==> src/rtl/frame_fetch_streamer.sv <==
// Fetches a frame in 32-byte bursts and streams marker-framed 16-bit pixels into a 17-bit FIFO.
// Latency: frame marker 2 cycles after start; each burst's pixels follow its 8th data beat.
// Backpressure: writes only when queue_full is low, at most every other cycle; FRAME_ROW_RESIZE_EN adds vertical scaling.
module frame_fetch_streamer #(
    parameter int MEMORY_BURST      = 32,
    parameter int FRAME_WIDTH       = 480,
    parameter int FRAME_HEIGHT      = 272,
    parameter int ORIG_FRAME_WIDTH  = 640,
    parameter int ORIG_FRAME_HEIGHT = 480
) (
    input  logic        clk,
    input  logic        reset_n,
    input  logic        start,
    input  logic [20:0] base_addr,
    input  logic        queue_full,
    input  logic        read_ack,
    input  logic [31:0] read_data,
    input  logic        rd_data_valid,
    output logic [16:0] queue_data_o,
    output logic        wr_en,
    output logic        read_rq,
    output logic [20:0] read_addr,
    output logic        mem_rd_en,
    output logic        download_done
);
    // Counter width covers columns, rows and the scaling remainder.
    localparam int CNT_W = $clog2(FRAME_WIDTH + 3 * FRAME_HEIGHT + ORIG_FRAME_HEIGHT + 2);
    localparam logic [CNT_W-1:0] FW = CNT_W'(FRAME_WIDTH);
    localparam logic [CNT_W-1:0] FH = CNT_W'(FRAME_HEIGHT);
    localparam logic [20:0] PITCH = 21'(ORIG_FRAME_WIDTH);
    localparam logic [2:0] BEAT_LAST = 3'(MEMORY_BURST / 4 - 1);

    typedef enum logic [3:0] {
        S_IDLE, S_FRAME_MARK, S_ROW_MARK, S_BURST, S_BEATS,
        S_UPLOAD, S_ROW_END, S_SKIP, S_FRAME_END
    } state_t;

    state_t state, state_n;
    logic [20:0] addr, addr_n, row_start, row_start_n;
    logic [CNT_W-1:0] row_cnt, row_cnt_n, col_cnt, col_cnt_n;
    logic [2:0] beat_cnt, beat_cnt_n;
    logic [3:0] pix_idx, pix_idx_n;
    logic [16:0] q_n;
    logic wr_n, rd_en_n, done_n;
    logic can_wr, col_last, row_last;
    logic [4:0] emitted;
    logic [15:0] cache [16];

    assign can_wr    = !queue_full && !wr_en;
    assign col_last  = (col_cnt + CNT_W'(1)) == FW;
    assign row_last  = (row_cnt + CNT_W'(1)) == FH;
    assign emitted   = {1'b0, pix_idx} + 5'd1;
    assign read_rq   = (state == S_BURST) || (state == S_BEATS);
    assign read_addr = addr;

`ifdef FRAME_ROW_RESIZE_EN
    localparam logic [CNT_W-1:0] OFH = CNT_W'(ORIG_FRAME_HEIGHT);
    localparam logic [CNT_W-1:0] FH2 = CNT_W'(2 * FRAME_HEIGHT);
    localparam logic [CNT_W-1:0] FH3 = CNT_W'(3 * FRAME_HEIGHT);
    logic [CNT_W-1:0] rem, rem_n, rem_sum, rem_adv;
    logic [1:0] inc, skip, skip_n;

    // rem tracks (r*OFH) mod FH, so inc is the source-row step for the next output row.
    assign rem_sum = rem + OFH;
    always_comb begin
        inc     = 2'd0;
        rem_adv = rem_sum;
        if (rem_sum >= FH3) begin
            inc = 2'd3; rem_adv = rem_sum - FH3;
        end else if (rem_sum >= FH2) begin
            inc = 2'd2; rem_adv = rem_sum - FH2;
        end else if (rem_sum >= FH) begin
            inc = 2'd1; rem_adv = rem_sum - FH;
        end
    end
`endif

    always_comb begin
        state_n     = state;
        addr_n      = addr;
        row_start_n = row_start;
        row_cnt_n   = row_cnt;
        col_cnt_n   = col_cnt;
        beat_cnt_n  = beat_cnt;
        pix_idx_n   = pix_idx;
        q_n         = queue_data_o;
        wr_n        = 1'b0;
        rd_en_n     = 1'b0;
        done_n      = 1'b0;
`ifdef FRAME_ROW_RESIZE_EN
        rem_n       = rem;
        skip_n      = skip;
`endif
        case (state)
            S_IDLE: begin
                addr_n = base_addr;
                if (start) begin
                    row_cnt_n = '0;
`ifdef FRAME_ROW_RESIZE_EN
                    rem_n = '0;
`endif
                    state_n = S_FRAME_MARK;
                end
            end
            S_FRAME_MARK: if (can_wr) begin
                wr_n = 1'b1; q_n = 17'h10000; state_n = S_ROW_MARK;
            end
            S_ROW_MARK: if (can_wr) begin
                wr_n = 1'b1; q_n = 17'h10001;
                col_cnt_n = '0; row_start_n = addr; state_n = S_BURST;
            end
            S_BURST: if (read_ack) begin
                rd_en_n = 1'b1; beat_cnt_n = '0; state_n = S_BEATS;
            end
            S_BEATS: if (rd_data_valid) begin
                beat_cnt_n = beat_cnt + 3'd1;
                if (beat_cnt == BEAT_LAST) begin
                    pix_idx_n = '0; state_n = S_UPLOAD;
                end
            end
            S_UPLOAD: if (can_wr) begin
                wr_n = 1'b1;
                q_n = {1'b0, cache[pix_idx]};
                col_cnt_n = col_cnt + CNT_W'(1);
                pix_idx_n = pix_idx + 4'd1;
                if (pix_idx == 4'd15 || col_last) begin
                    addr_n  = addr + {16'd0, emitted};
                    state_n = col_last ? S_ROW_END : S_BURST;
                end
            end
            S_ROW_END: begin
                row_cnt_n = row_cnt + CNT_W'(1);
`ifdef FRAME_ROW_RESIZE_EN
                rem_n  = rem_adv;
                addr_n = (inc == 2'd0) ? row_start : row_start + PITCH;
                if (inc > 2'd1) begin
                    skip_n = inc - 2'd1; state_n = S_SKIP;
                end else begin
                    state_n = row_last ? S_FRAME_END : S_ROW_MARK;
                end
`else
                addr_n  = row_start + PITCH;
                state_n = row_last ? S_FRAME_END : S_ROW_MARK;
`endif
            end
`ifdef FRAME_ROW_RESIZE_EN
            S_SKIP: begin
                addr_n = addr + PITCH;
                skip_n = skip - 2'd1;
                if (skip == 2'd1) state_n = (row_cnt == FH) ? S_FRAME_END : S_ROW_MARK;
            end
`endif
            S_FRAME_END: if (can_wr) begin
                wr_n = 1'b1; q_n = 17'h1FFFF; done_n = 1'b1; state_n = S_IDLE;
            end
            default: state_n = S_IDLE;
        endcase
    end

    always_ff @(posedge clk or negedge reset_n) begin
        if (!reset_n) begin
            state         <= S_IDLE;
            addr          <= '0;
            row_start     <= '0;
            row_cnt       <= '0;
            col_cnt       <= '0;
            beat_cnt      <= '0;
            pix_idx       <= '0;
            queue_data_o  <= '0;
            wr_en         <= 1'b0;
            mem_rd_en     <= 1'b0;
            download_done <= 1'b0;
`ifdef FRAME_ROW_RESIZE_EN
            rem           <= '0;
            skip          <= '0;
`endif
        end else begin
            state         <= state_n;
            addr          <= addr_n;
            row_start     <= row_start_n;
            row_cnt       <= row_cnt_n;
            col_cnt       <= col_cnt_n;
            beat_cnt      <= beat_cnt_n;
            pix_idx       <= pix_idx_n;
            queue_data_o  <= q_n;
            wr_en         <= wr_n;
            mem_rd_en     <= rd_en_n;
            download_done <= done_n;
`ifdef FRAME_ROW_RESIZE_EN
            rem           <= rem_n;
            skip          <= skip_n;
`endif
        end
    end

    // Beat k fills pixels 2k (low half) and 2k+1 (high half).
    always_ff @(posedge clk) begin
        if (state == S_BEATS && rd_data_valid) begin
            cache[{beat_cnt, 1'b0}] <= read_data[15:0];
            cache[{beat_cnt, 1'b1}] <= read_data[31:16];
        end
    end
endmodule

==> config.mk <==
export PLATFORM = sky130hd
export DESIGN_NAME = frame_fetch_streamer
export DESIGN_NICKNAME = d
export VERILOG_FILES = /design/src/rtl/frame_fetch_streamer.sv
export SDC_FILE = /design/constraint.sdc
export NUM_CORES = 1
export LEC_CHECK = 0
export ABC_AREA = 1
export CAP_MARGIN = 20
export CORE_MARGIN = 2
export CORE_UTILIZATION = 55
export CTS_BUF_LIST = sky130_fd_sc_hd__clkbuf_4 sky130_fd_sc_hd__clkbuf_8
export CTS_CLUSTER_SIZE = 25
export DETAILED_ROUTE_END_ITERATION = 6
export DONT_BUFFER_PORTS = 1
export GPL_ROUTABILITY_DRIVEN = 0
export GPL_TIMING_DRIVEN = 0
export HOLD_SLACK_MARGIN = 0.02
export MAX_ROUTING_LAYER = met4
export PLACE_DENSITY_LB_ADDON = 0.2
export SYNTH_ARGS = -nofsm -noshare
export SYNTH_HDL_FRONTEND = slang
export SYNTH_SLANG_ARGS = --single-unit
export TNS_END_PERCENT = 1
==> constraint.sdc <==
create_clock -name clk -period 5.07 [get_ports clk]
set_input_delay 0.507 -clock clk [delete_from_list [all_inputs] [get_ports clk]]
set_output_delay 0.507 -clock clk [all_outputs]
set_load 0.05 [all_outputs]
==> flow_metrics.py, run 1 <==
metrics = {
    "sta": {
        "slew_headroom": 0.280,
        "setup_tns_ps": 0,
        "worstMarginPinSlew_ps": 1080,
        "rsz0062_at_grt": "false",
        "period_minus_slack_ps": 3010,
        "fin_crit_sh": 0.594,
        "finalHoldViolCount": 0,
        "setup_viol": 0,
        "skew_ps": 40.2,
        "hold_slack_ps": 104,
        "drv_slew": 0,
        "max_clock_freq_mhz": 332,
        "setup_ws_ps": 2060,
    },
    "yosys": {
        "syn_area_per_cell_um2": 10.0,
        "yosys-top-cells-area": "edfxtp_1, dfrtp_1, nand2_1, nor2_1, o21ai_0",
        "syn_inst": 1583,
        "post-synth-top-area-cell": "edfxtp_1",
        "yosysWarnings": 0,
        "ys_seq_area_frac": 0.634,
        "synth_ff_type": "edfxtp_1",
        "ys_ff_latch": 351,
        "synth-async-reset-ratio": 0.271,
        "syn_area_um2": 15900,
        "yosysTopAreaCellShare": 0.484,
        "synthDistinctLibCells": 46,
        "syn_nets": 1653,
        "synth-edff-count": 256,
    },
    "power_and_ir_drop": {
        "power_mw": 10.1,
        "power.leakage_nw": 6.91,
        "comb_power_share": 0.332,
        "p_switching_mw": 4.47,
        "p_clk_frac": 0.237,
        "pwr-share-seq": 0.430,
        "power.share.switching": 0.442,
        "p_int_mw": 5.65,
        "cellPowerDensity_nw_per_um2": 559,
        "ir_drop_v": 0.000356,
    },
    "clocking": {
        "clockRootBuffer": "clkbuf_8",
        "htree_levels": 2,
        "path_clk_slew_ps": 70,
        "insertion_delay_ps": 630,
        "clock-sinks": 351,
        "cts_made_buffers": 56,
        "cts_tree": "yes",
        "cts_hold_buf": 34,
        "postCtsSetupRepairBufs": 0,
        "cts.repair.resized": 0,
        "cts_max_path_buffers": 3,
    },
    "floorplanning": {
        "initial_utilization": 0.556,
        "rows": 62,
        "die_w_um": 174,
        "die_y_um": 174,
        "core_area_um2": 28500,
        "pin_count": 101,
        "die_area_um2": 30300,
    },
    "detailed_routing": {
        "ant_nets": 0,
        "vias": 12600,
        "drtIter0Drc": 1319,
        "via_per_inst": 5.93,
        "drt_pass1_iterations": 6,
        "wire_per_inst_um": 21.4,
        "drcViolationCount": 0,
        "wirelength_um": 45400,
    },
    "critical_path": {
        "worstPathArrival_ps": 3550,
        "cp-end-kind": "flop",
        "max_stage_delay_ps": 440,
        "critPathSlowestCell": "fa_1",
        "cp_max_fo": 10,
        "cp_cell_sequence": "inv_1 -> buf_2 -> buf_2 -> ha_1 -> fa_1 -> o21ai_1 -> nand2_1 -> nor2_1 -> nand2_1 -> nand2_1 -> nand3_1 -> nand2_1 -> nand3_1 -> nand2_1",
        "cp_common_cell": "nand2_1",
        "path_buf_inv": 3,
        "critPathKind": "reg -> reg",
        "required_ps": 5610,
        "critPathTopFamily": "simple AND/OR/NAND/NOR gates",
        "crit_path_start_kind": "flop",
    },
    "finish": {
        "final_util": 0.635,
        "stdcell_count": 2120,
        "drive_gt1_frac": 0.110,
        "fin_area_um2": 18100,
        "num-nets-final": 1761,
        "synthToLayoutAreaGrowth_pct": 14.0,
    },
    "placement": {
        "portBuffers": 0,
        "dp.final_hpwl_um": 29500,
        "placed_area_um2": 16600,
        "place_ws_ps": 2150,
        "post-place-cells": 1983,
    },
    "global_route": {
        "grt_pass1_wl_um": 69300,
        "track_usage": 0.313,
        "grt_pass1_vias": 12100,
        "overflow": 0,
        "grt_max_degree": 96,
        "antenna_found_initial": 3,
    },
    "hold_path": {
        "hold_path.class": "in -> reg",
    },
    "outcome": {
        "status": "finished clean",
    },
    "flow_run": {
        "maxCapViolations": 0,
    },
}
-- logic make-up (layout without fill, tap and decap cells) --
logic type	after synthesis	count (layout)	share of synthesized area
other	0	3	0
adders and majority gates	11	11	0.00914
DFF	351	351	0.634
AOI/OAI and AO/OA	319	319	0.117
buffers and inverters	173	323	0.0459
and+or+nand+nor	724	724	0.192
muxes	1	1	0.000709
xor gates and xnor gates	4	4	0.00221
-- final timing paths --
| kind | slack, ps | depth (start not counted) | from | end |
|---|---|---|---|---|
| max in group asynchronous | 4170 | 2 | reset_n | read_addr[17] |
| min in group asynchronous | 530 | 2 | reset_n | row_cnt[5] |
| min reg2reg | 490 | 2 | row_start[6] | row_start[6] |
| min | 100 | 2 | read_ack | mem_rd_en |
| max | 2060 | 14 | pix_idx[0] | read_addr[14] |
| max reg2reg | 2060 | 14 | pix_idx[0] | read_addr[14] |
-- Yosys cell counts (5+ instances only) --
library cell	instances
nor2_2	5
a21oi_1	34
buf_2	29
o22ai_1	8
ha_1	10
dfrtp_1	95
nand3_1	115
nor3_1	8
o21ai_0	178
nand4_1	13
inv_1	89
edfxtp_1	256
nand2_2	7
nand2_1	292
o211ai_1	57
nor2_1	265
nand3_2	5
inv_2	7
o221ai_1	13
o21ai_1	16
clkbuf_1	34
-- cell usage in the layout, fill, tap and decap left out, types with 4 or more instances in the layout --
cell type / instances
ha_1: 10
inv_1: 89
clkinv_2: 5
clkbuf_8: 61
dlygate4sd3_1: 33
nand2_2: 7
nand2_1: 292
nand3_1: 115
clkbuf_1: 34
o21ai_0: 178
buf_6: 10
edfxtp_1: 256
nor2_4: 9
nor2_1: 260
dfrtp_1: 95
inv_2: 7
nor2_2: 5
o22ai_1: 8
o21ai_1: 16
nand2_4: 4
clkinv_1: 13
o221ai_1: 13
nor3_1: 6
o211ai_1: 57
nand4_1: 13
buf_4: 7
clkbuf_4: 21
nand3_2: 5
buf_2: 29
a21oi_1: 34
-- state kept, by name, summed over array words and instances (netlist names) --
register	flops
pix_idx	4
cache	256
state	4
download_done	1
queue_data_o	17
wr_en	1
row_cnt	11
mem_rd_en	1
read_addr	21
beat_cnt	3
row_start	21
col_cnt	11
-- cell type report --
type,instances,area [µm²]
fill,2311,10400
sequential,351,10100
multi-input combinational,1059,5150
clock buffer,82,997
timing repair buffer,50,586
tap,384,480
inverter,99,373
buffer,74,357
clock inverter,18,103
antenna,3,7.51
-- power by group through the flow --
| stage | combinational, mW | clock (mW) | sequential (mW) |
|---|---|---|---|
| after floorplan | 2.14 | 0 | 4.27 |
| after global placement | 3.13 | 0 | 4.40 |
| after detailed placement | 3.20 | 0 | 4.40 |
| after CTS | 3.28 | 2.41 | 4.34 |
| after global routing | 3.68 | 2.55 | 4.40 |
| final | 3.36 | 2.40 | 4.35 |
-- layer usage --
layer | part of all wire | routed length (µm) | GRT usage | up-vias
met5 | 0 | 0 | - | -
met3 | 0.12 | 5280 | 0.0654 | 155
li1 | - | - | - | 5732
met2 | 0.45 | 20500 | 0.471 | 747
met4 | 0.049 | 2220 | 0.151 | 0
met1 | 0.38 | 17400 | 0.408 | 5941
-- worst register-to-register path: cells and delay by family, from the launching register on --
family / cells / cell delay [ps]
AND/OR/NAND/NOR: 8 / 960
flip-flops: 1 / 430
adder cells (fa/ha/maj): 2 / 690
buffers and inverters: 3 / 550
AO/OA/AOI/OAI: 1 / 310
No activity file was read; power rests on OpenSTA's default activity.
==> run 2, diff against run 1 <==
clock period = 2.9 ns   (was 5.07 ns; I/O delays follow)
==> run 2 against run 1 <==
Maximum frequency grew 11%. Combinational power grew 77%. Critical endpoint is now cache[11][12]. Non-clock buffer count grew 17. Register-to-register slack lost 1900 ps. First-iteration DRC count grew 8.3%. Final cell count grew 1.2%. Hold slack lost 71 ps. Utilization grew 1.3 points. Sequential cell count is the same. Count of clock-buffer cells in the layout shrank 8. Sequential share of layout area shrank 1.1 points. Wire length grew 0.59%.
==> flow_metrics.py, run 2 (synthesis results as in run 1) <==
metrics = {
    "sta": {
        "drv_slew": 0,
        "setup_viol": 0,
        "slew_headroom": 0.368,
        "fin_crit_sh": 0.932,
        "skew_ps": 46.5,
        "finalHoldViolCount": 0,
        "max_clock_freq_mhz": 370,
        "period_minus_slack_ps": 2700,
        "hold_slack_ps": 33.2,
        "setup_tns_ps": 0,
        "worstMarginPinSlew_ps": 948,
        "rsz0062_at_grt": "false",
        "setup_ws_ps": 197,
    },
    "placement": {
        "portBuffers": 0,
        "placed_area_um2": 16700,
        "place_ws_ps": -71.1,
        "dp.final_hpwl_um": 29700,
    },
    "power_and_ir_drop": {
        "power.leakage_nw": 7.05,
        "comb_power_share": 0.330,
        "p_int_mw": 10.1,
        "cellPowerDensity_nw_per_um2": 975,
        "p_clk_frac": 0.247,
        "p_switching_mw": 7.92,
        "power.share.switching": 0.440,
        "pwr-share-seq": 0.423,
        "ir_drop_v": 0.000543,
        "power_mw": 18.0,
    },
    "finish": {
        "drive_gt1_frac": 0.114,
        "max_flop_register": "cache",
        "largest_reg_flops": 256,
        "layout_commonest_cell": "nand2_1",
        "synthToLayoutAreaGrowth_pct": 16.3,
        "final_cell_mix": "nand2_1, nor2_1, edfxtp_1",
        "num-nets-final": 1780,
        "fin_area_um2": 18500,
    },
    "detailed_routing": {
        "wire_per_inst_um": 21.3,
        "wirelength_um": 45700,
        "vias": 12600,
        "drtIter0Drc": 1428,
        "drcViolationCount": 0,
        "drt_pass1_iterations": 7,
        "ant_nets": 0,
        "via_per_inst": 5.87,
    },
    "hold_path": {
        "hold_path.class": "in -> reg",
    },
    "floorplanning": {
        "die_w_um": 174,
        "core_area_um2": 28500,
        "die_y_um": 174,
        "pin_count": 101,
        "die_area_um2": 30300,
        "initial_utilization": 0.556,
        "rows": 62,
    },
    "global_route": {
        "grt_pass1_vias": 12300,
        "track_usage": 0.314,
        "antenna_found_initial": 2,
        "grt_pass1_wl_um": 69700,
        "overflow": 0,
        "grt_max_degree": 96,
    },
    "critical_path": {
        "cp-end-kind": "flop",
        "crit_path_start_kind": "flop",
        "required_ps": 3240,
        "cp_max_fo": 9,
        "critPathKind": "reg -> reg",
        "worstPathArrival_ps": 3040,
    },
    "flow_run": {
        "maxCapViolations": 0,
    },
    "clocking": {
        "cts_tree": "yes",
        "cts_made_buffers": 58,
        "htree_levels": 2,
        "insertion_delay_ps": 640,
        "path_clk_slew_ps": 60,
        "cts_max_path_buffers": 3,
        "clockRootBuffer": "clkbuf_8",
        "clock-sinks": 351,
    },
    "outcome": {
        "status": "finished clean",
    },
}
-- run 2: cell count changes in the layout (fill, tap and decap cells not counted), sizes merged --
cell / previous run / this run
dlygate4sd3: 33 / 53
clkinv: 18 / 33
clkbuf: 117 / 108
bufinv: 0 / 3
buf: 56 / 54
clkinvlp: 0 / 1
diode: 3 / 2
inv: 99 / 98
-- run 2: final timing paths --
kind	start	end	slack, ps	depth (start not counted)
setup / recovery	state[1]	cache[11][12]	200	7
hold / removal	base_addr[19]	read_addr[19]	30	6
setup reg to reg	state[1]	cache[11][12]	200	7
hold reg to reg	row_start[6]	row_start[6]	480	2
max in group asynchronous	reset_n	pix_idx[0]	2230	2
min in group asynchronous	reset_n	row_cnt[4]	260	2
-- run 2: power by group through the flow --
stage	registers, mW	clock network [mW]	logic (mW)
floorplan	7.46	0	3.75
global placement	7.70	0	5.48
detailed placement	7.71	0	5.64
CTS	7.61	4.48	5.81
global route	7.71	4.71	6.48
finish	7.62	4.45	5.94
-- run 2: layout make-up --
| type | count | area, µm² |
|---|---|---|
| Sequential cell | 351 | 10100 |
| Clock inverter | 36 | 262 |
| Buffer | 73 | 353 |
| Inverter | 99 | 373 |
| Clock buffer | 74 | 931 |
| Timing Repair Buffer | 68 | 826 |
| Tap cell | 384 | 480 |
| Multi-Input combinational cell | 1059 | 5190 |
| Antenna cell | 2 | 5.00 |
| Fill cell | 2298 | 10100 |
-- run 2: critical path, stage by stage (launching register included) --
cell and delay, ps:
dfrtp_1 440, nor2_1 180, inv_1 80, nor2_2 300, nand3_1 370, nor3_2 630, buf_6 260, buf_6 170
-- run 2: what timing repair did --
action,CTS,global route
pin swaps,0,1
gates resized for setup,2,6
setup endpoints to repair,2,5
hold buffers,54,0
buffers inserted,0,1
endpoints found under the hold margin,373,0
-- run 2: per-stage QoR --
step | std cells | util
CTS | 2144 | 0.646
global route | 2146 | 0.647
global placement | 1967 | 0.574
floorplan | 1583 | -
detailed placement | 1980 | 0.585
finish | 2146 | 0.647
-- run 2: per-layer routing --
layer  up-vias  share of wire  global-route usage
li1       5781              -                   -
met4         0          0.047               0.152
met5         -              0                   -
met1      5930           0.39               0.405
met3       172           0.10              0.0615
met2       708           0.46               0.481
